`src/rtl/lock_sequencer.sv`:
```
// Canal-lock passage sequencer: latches boat arrivals, drives the water stage
// and times both gates. Only one gate or one water request is ever active.
module lock_sequencer #(
  parameter int GATE_CYCLES   = 8,
  parameter int ENTER_TIMEOUT = 100,
  parameter int WATER_TIMEOUT = 200,
  parameter int CNT_W         = 8
) (
  input  logic clk,
  input  logic reset,
  input  logic arrive_up,
  input  logic arrive_down,
  input  logic boat_in,
  input  logic water_high,
  input  logic water_low,
  output logic w_up,
  output logic w_down,
  output logic gate_up_cmd,
  output logic gate_down_cmd,
  output logic busy,
  output logic fault
);

  typedef enum logic [2:0] {IDLE, MOVE, OPEN, WAIT, CLOSE, FAULT} state_t;

  localparam logic [CNT_W-1:0] GATE_LAST  = CNT_W'(GATE_CYCLES - 1);
  localparam logic [CNT_W-1:0] ENTER_LAST = CNT_W'(ENTER_TIMEOUT - 1);
  localparam logic [CNT_W-1:0] WATER_LAST = CNT_W'(WATER_TIMEOUT - 1);
  localparam logic [CNT_W-1:0] CNT_MAX    = '1;

  state_t           state;
  logic             level;
  logic             pend_up;
  logic             pend_down;
  logic             side;
  logic             phase;
  logic             abandoned;
  logic [CNT_W-1:0] cnt;

  logic pick_side;
  logic target_flag;

  // side and level share an encoding (1 = high/up), so side == level means no water move
  assign pick_side   = (pend_up & level)    ? 1'b1 :
                       (pend_down & ~level) ? 1'b0 :
                       ~pend_down;
  assign target_flag = side ? water_high : water_low;

  always_ff @(posedge clk or negedge reset) begin
    if (!reset) begin
      state         <= IDLE;
      level         <= 1'b0;
      pend_up       <= 1'b0;
      pend_down     <= 1'b0;
      side          <= 1'b0;
      phase         <= 1'b0;
      abandoned     <= 1'b0;
      cnt           <= '0;
      w_up          <= 1'b0;
      w_down        <= 1'b0;
      gate_up_cmd   <= 1'b0;
      gate_down_cmd <= 1'b0;
      busy          <= 1'b0;
      fault         <= 1'b0;
    end else begin
      w_up   <= 1'b0;
      w_down <= 1'b0;
      cnt    <= (cnt == CNT_MAX) ? cnt : cnt + 1'b1;
      if (arrive_up)   pend_up   <= 1'b1;
      if (arrive_down) pend_down <= 1'b1;

      case (state)
        IDLE: begin
          if (pend_up || pend_down) begin
            side      <= pick_side;
            phase     <= 1'b0;
            abandoned <= 1'b0;
            busy      <= 1'b1;
            cnt       <= '0;
            if (pick_side) pend_up   <= arrive_up;
            else           pend_down <= arrive_down;
            if (pick_side == level) begin
              state         <= OPEN;
              gate_up_cmd   <= pick_side;
              gate_down_cmd <= ~pick_side;
            end else begin
              state  <= MOVE;
              w_up   <= pick_side;
              w_down <= ~pick_side;
            end
          end
        end

        MOVE: begin
          // water stage still reports the old level in the first cycle
          if ((cnt != '0) && target_flag) begin
            level         <= side;
            state         <= OPEN;
            cnt           <= '0;
            gate_up_cmd   <= side;
            gate_down_cmd <= ~side;
          end else if (cnt == WATER_LAST) begin
            state <= FAULT;
            fault <= 1'b1;
            cnt   <= '0;
          end
        end

        OPEN: begin
          if (cnt == GATE_LAST) begin
            state <= WAIT;
            cnt   <= '0;
          end
        end

        WAIT: begin
          if (phase ? !boat_in : boat_in) begin
            state         <= CLOSE;
            cnt           <= '0;
            gate_up_cmd   <= 1'b0;
            gate_down_cmd <= 1'b0;
          end else if (!phase && (cnt == ENTER_LAST)) begin
            state         <= CLOSE;
            abandoned     <= 1'b1;
            cnt           <= '0;
            gate_up_cmd   <= 1'b0;
            gate_down_cmd <= 1'b0;
          end
        end

        CLOSE: begin
          if (cnt == GATE_LAST) begin
            cnt <= '0;
            if (!phase && !abandoned) begin
              side   <= ~side;
              phase  <= 1'b1;
              state  <= MOVE;
              w_up   <= ~side;
              w_down <= side;
            end else begin
              state <= IDLE;
              busy  <= 1'b0;
            end
          end
        end

        FAULT: begin
          gate_up_cmd   <= 1'b0;
          gate_down_cmd <= 1'b0;
          fault         <= 1'b1;
        end

        default: begin
          state         <= FAULT;
          fault         <= 1'b1;
          gate_up_cmd   <= 1'b0;
          gate_down_cmd <= 1'b0;
        end
      endcase
    end
  end

endmodule

```
`config.mk`:
```
export PLATFORM = sky130hd
export DESIGN_NAME = lock_sequencer
export DESIGN_NICKNAME = d
export VERILOG_FILES = /design/src/rtl/lock_sequencer.sv
export SDC_FILE = /design/constraint.sdc
export NUM_CORES = 1
export LEC_CHECK = 0
export ABC_CLOCK_PERIOD_IN_PS = 2260
export BUFFER_PORTS_ARGS = -buffer_cell sky130_fd_sc_hd__clkbuf_2
export CELL_PAD_IN_SITES_DETAIL_PLACEMENT = 1
export CELL_PAD_IN_SITES_GLOBAL_PLACEMENT = 1
export CORE_AREA = 2 2 62 64
export CTS_CLUSTER_SIZE = 30
export DETAILED_ROUTE_END_ITERATION = 8
export DIE_AREA = 0 0 64 66
export PLACE_DENSITY_LB_ADDON = 0.1
export SKIP_LAST_GASP = 1
export SLEW_MARGIN = 15
export SYNTH_ARGS = -nofsm -noshare
export SYNTH_HDL_FRONTEND = slang
export SYNTH_SLANG_ARGS = --single-unit
```
`constraint.sdc`:
```
create_clock -name clk -period 2.26 [get_ports clk]
set_clock_uncertainty 0.05 [all_clocks]
set_input_delay 0.452 -clock clk [delete_from_list [all_inputs] [get_ports clk]]
set_output_delay 0.452 -clock clk [all_outputs]
set_load 0.05 [all_outputs]
```
==> run_results.csv <==
group,metric,value,unit
cells_and_area,layout_common_cells,"dfrtp_1, nand2_1, nor2_1, clkbuf_2, o21ai_0",
sta,finalSetupTns,0,ns
cts,clock-sinks,23,
power,ir_drop,0.000147,V
setup_path,rr_startpoint,"cnt[4]",
cts,ctsLongestPathBuffers,2,
setup_path,crit_slowest_cell,"or4b_4",
setup_path,arrival,2.31,ns
setup_path,slowest_delay,0.54,ns
sta,min_period,2.16,ns
setup_path,r2r-end,"state[0]",
route,drcViolationCount,0,
setup_path,worstPathRequired,2.41,ns
logic_synthesis,syn_inst,144,
route,first_pass_iters,4,
sta,worst_slew_pin_slew,0.595,ns
logic_synthesis,syn-cell-area,0.00139,mm^2
route,route.vias.total,1127,
route,dr.first_iter.drc_count,32,
cts,cts_tree,"yes",
setup_path,cp-end-kind,"flip-flop",
sta,fin_crit_sh,95.6,%
grt,grt_max_degree,24,
logic_synthesis,avgSynthCellArea,9.66,um^2
cells_and_area,syn_to_final_growth,11.6,%
route,routed_wl,3150,um
logic_synthesis,synth_warnings,0,
floorplan,io-pin-count,13,
setup_path,rrSetupSlack,0.10,ns
cells_and_area,drive_above_1_share,22.8,%
logic_synthesis,synthDistinctLibCells,46,
status,status,"finished, final reports clean",
cells_and_area,layout_commonest_cell,"dfrtp_1",
logic_synthesis,async_reset_ff_share,100,%
cells_and_area,fillers,418,
placed_design,post-dp-hpwl,2470,um
setup_path,critPathTopFamily,"compound AO/OA/AOI/OAI gates",
logic_synthesis,synth_nets,155,
cts,clk_pin_slew,0.14,ns
logic_synthesis,ys_ff_latch,23,
power,p_leak,0.660,nW
floorplan,die-area,0.00422,mm^2
grt,grt_overflow,0,
sta,relSlewSlack,60.3,%
cells_and_area,nNetsFinal,174,
setup_path,cp_num_buf_inv,0,
setup_path,cp-start-kind,"flip-flop",
grt,grt_use_total,16.9,%
cells_and_area,final_cells,210,
sta,max_freq,0.463,GHz
flow_run,cap_violations,0,
logic_synthesis,synth_ff_type,"dfrtp_1",
setup_path,rr_worst_depth,5,
grt,grt_pass1_vias,1186,
logic_synthesis,synth_edf_count,0,
cells_and_area,num_antenna_cells,0,
grt,grt_pass1_wl,5490,um
sta,slew_viol_final,0,
power,p_per_area,405,mW/mm^2
setup_path,crit_start,"cnt[4]",
cts,htreeDepth,1,
floorplan,coreArea,0.00355,mm^2
route,ant_nets,0,
cts,clk_latency,0.32,ns
cts,numCtsBuffers,3,
placed_design,dp_cells,205,
route,wl_per_cell,15.0,um
sta,hold_violations,0,
floorplan,rows,22,
floorplan,initial_core_util,39.2,%
setup_path,path_max_fanout,8,
setup_path,cp_cell_sequence,"or4b_4 -> o21ai_2 -> o221ai_2 -> a221oi_4 -> mux2_1",
hold_path,min_path_type,"input port to async pin",
placed_design,gp_congestion,0.815,
logic_synthesis,yosysSeqAreaShare,41.4,%
sta,whs,0.0538,ns
sta,setup_violations,0,
cts,clock-root-buffer,"clkbuf_4",
setup_path,path_class,"flip-flop to flip-flop",
sta,rsz0062_at_grt,"false",
route,vias_per_cell,5.37,
floorplan,die_h,66,um
grt,antenna_found_initial,0,
placed_design,port-buffer-count,12,
floorplan,die_w,64,um
sequential cells by signal (all words and copies together), names as in the netlist:
name / cells
gate_up_cmd: 1
gate_down_cmd: 1
pend_down: 1
state: 3
abandoned: 1
cnt: 8
phase: 1
pend_up: 1
level: 1
w_down: 1
w_up: 1
busy: 1
side: 1
fault: 1
where the power goes:
group                 switching (mW)  internal (mW)  leakage, nW  total (mW)
clock network                  0.131         0.0675       0.0139       0.199
registers      0.0000000000000000838          0.412        0.259       0.412
logic                         0.0117        0.00605        0.388      0.0178
metrics by stage:
stage	power, mW	setup WS [ns]	instance area [um^2]	util [%]
4_1_cts	0.641	0.0495	1540	43.4
6_report	0.628	0.101	1550	43.7
3_5_place_dp	0.438	0.107	1510	42.5
5_1_grt	0.659	0.00906	1550	43.7
3_3_place_gp	0.438	0.175	1510	42.5
2_1_floorplan	0.422	0.181	1390	-
timing repair:
item / CTS / global route
endpoints found under the hold margin: 0 / 0
setup buffers: 0 / 1
hold buffers: 0 / 0
endpoints found under the setup margin: 0 / 4
gates resized for setup: 0 / 1
routing by layer:
| layer | GRT usage (%) | vias to the layer above | share of wire, % |
|---|---|---|---|
| met5 | 0 | - | 0 |
| met4 | 5.71 | 0 | 0.76 |
| met3 | 2.56 | 2 | 1.4 |
| met2 | 32.0 | 6 | 54 |
| met1 | 19.2 | 564 | 44 |
| li1 | - | 555 | - |
worst max path at each step:
stage	end	slack, ns	cells after the start
final	state[0]	0.10	5
after global routing	state[0]	0.009	6
after floorplan	state[0]	0.18	6
after detailed placement	state[0]	0.11	6
after global placement	state[0]	0.18	6
after CTS	state[0]	0.05	6
synth_stat cells (2+ instances only):
cell type / instances / area share, %
inv_1: 5 / 1.3
nor3_1: 4 / 1.4
nand2_1: 16 / 4.3
o31ai_1: 2 / 1.1
a21o_1: 2 / 1.1
mux2i_1: 2 / 1.4
xnor2_1: 4 / 2.5
a221oi_4: 2 / 3.8
ha_1: 4 / 3.6
nand2b_1: 3 / 1.3
nor3b_1: 2 / 1.1
nor2_1: 15 / 4.0
a21oi_1: 7 / 2.5
o21ai_0: 10 / 3.6
and3_1: 4 / 1.8
buf_6: 3 / 2.4
dfrtp_1: 23 / 41
nor4_1: 2 / 0.90
nand3_1: 5 / 1.8
mux2_2: 2 / 1.6
mux2_1: 2 / 1.6
logic make-up after synthesis:
group | share of synthesized area [%]
AO/OA/AOI/OAI | 18.5
buffers and inverters | 4.14
XOR/XNOR | 2.52
multiplexers | 4.68
AND/OR/NAND/NOR | 25.2
flip-flops | 41.4
adder cells (fa/ha/maj) | 3.60
area by class of cell:
type | instances | area (um^2) | area share, %
sequential | 23 | 576 | 37.1
timing repair buffer | 18 | 105 | 6.77
clock inverter | 1 | 7.51 | 0.483
inverter | 5 | 18.8 | 1.21
multi-input combinational | 112 | 763 | 49.2
clock buffer | 3 | 22.5 | 1.45
tap | 48 | 60.1 | 3.87
Power figures use the tool's default switching activity.
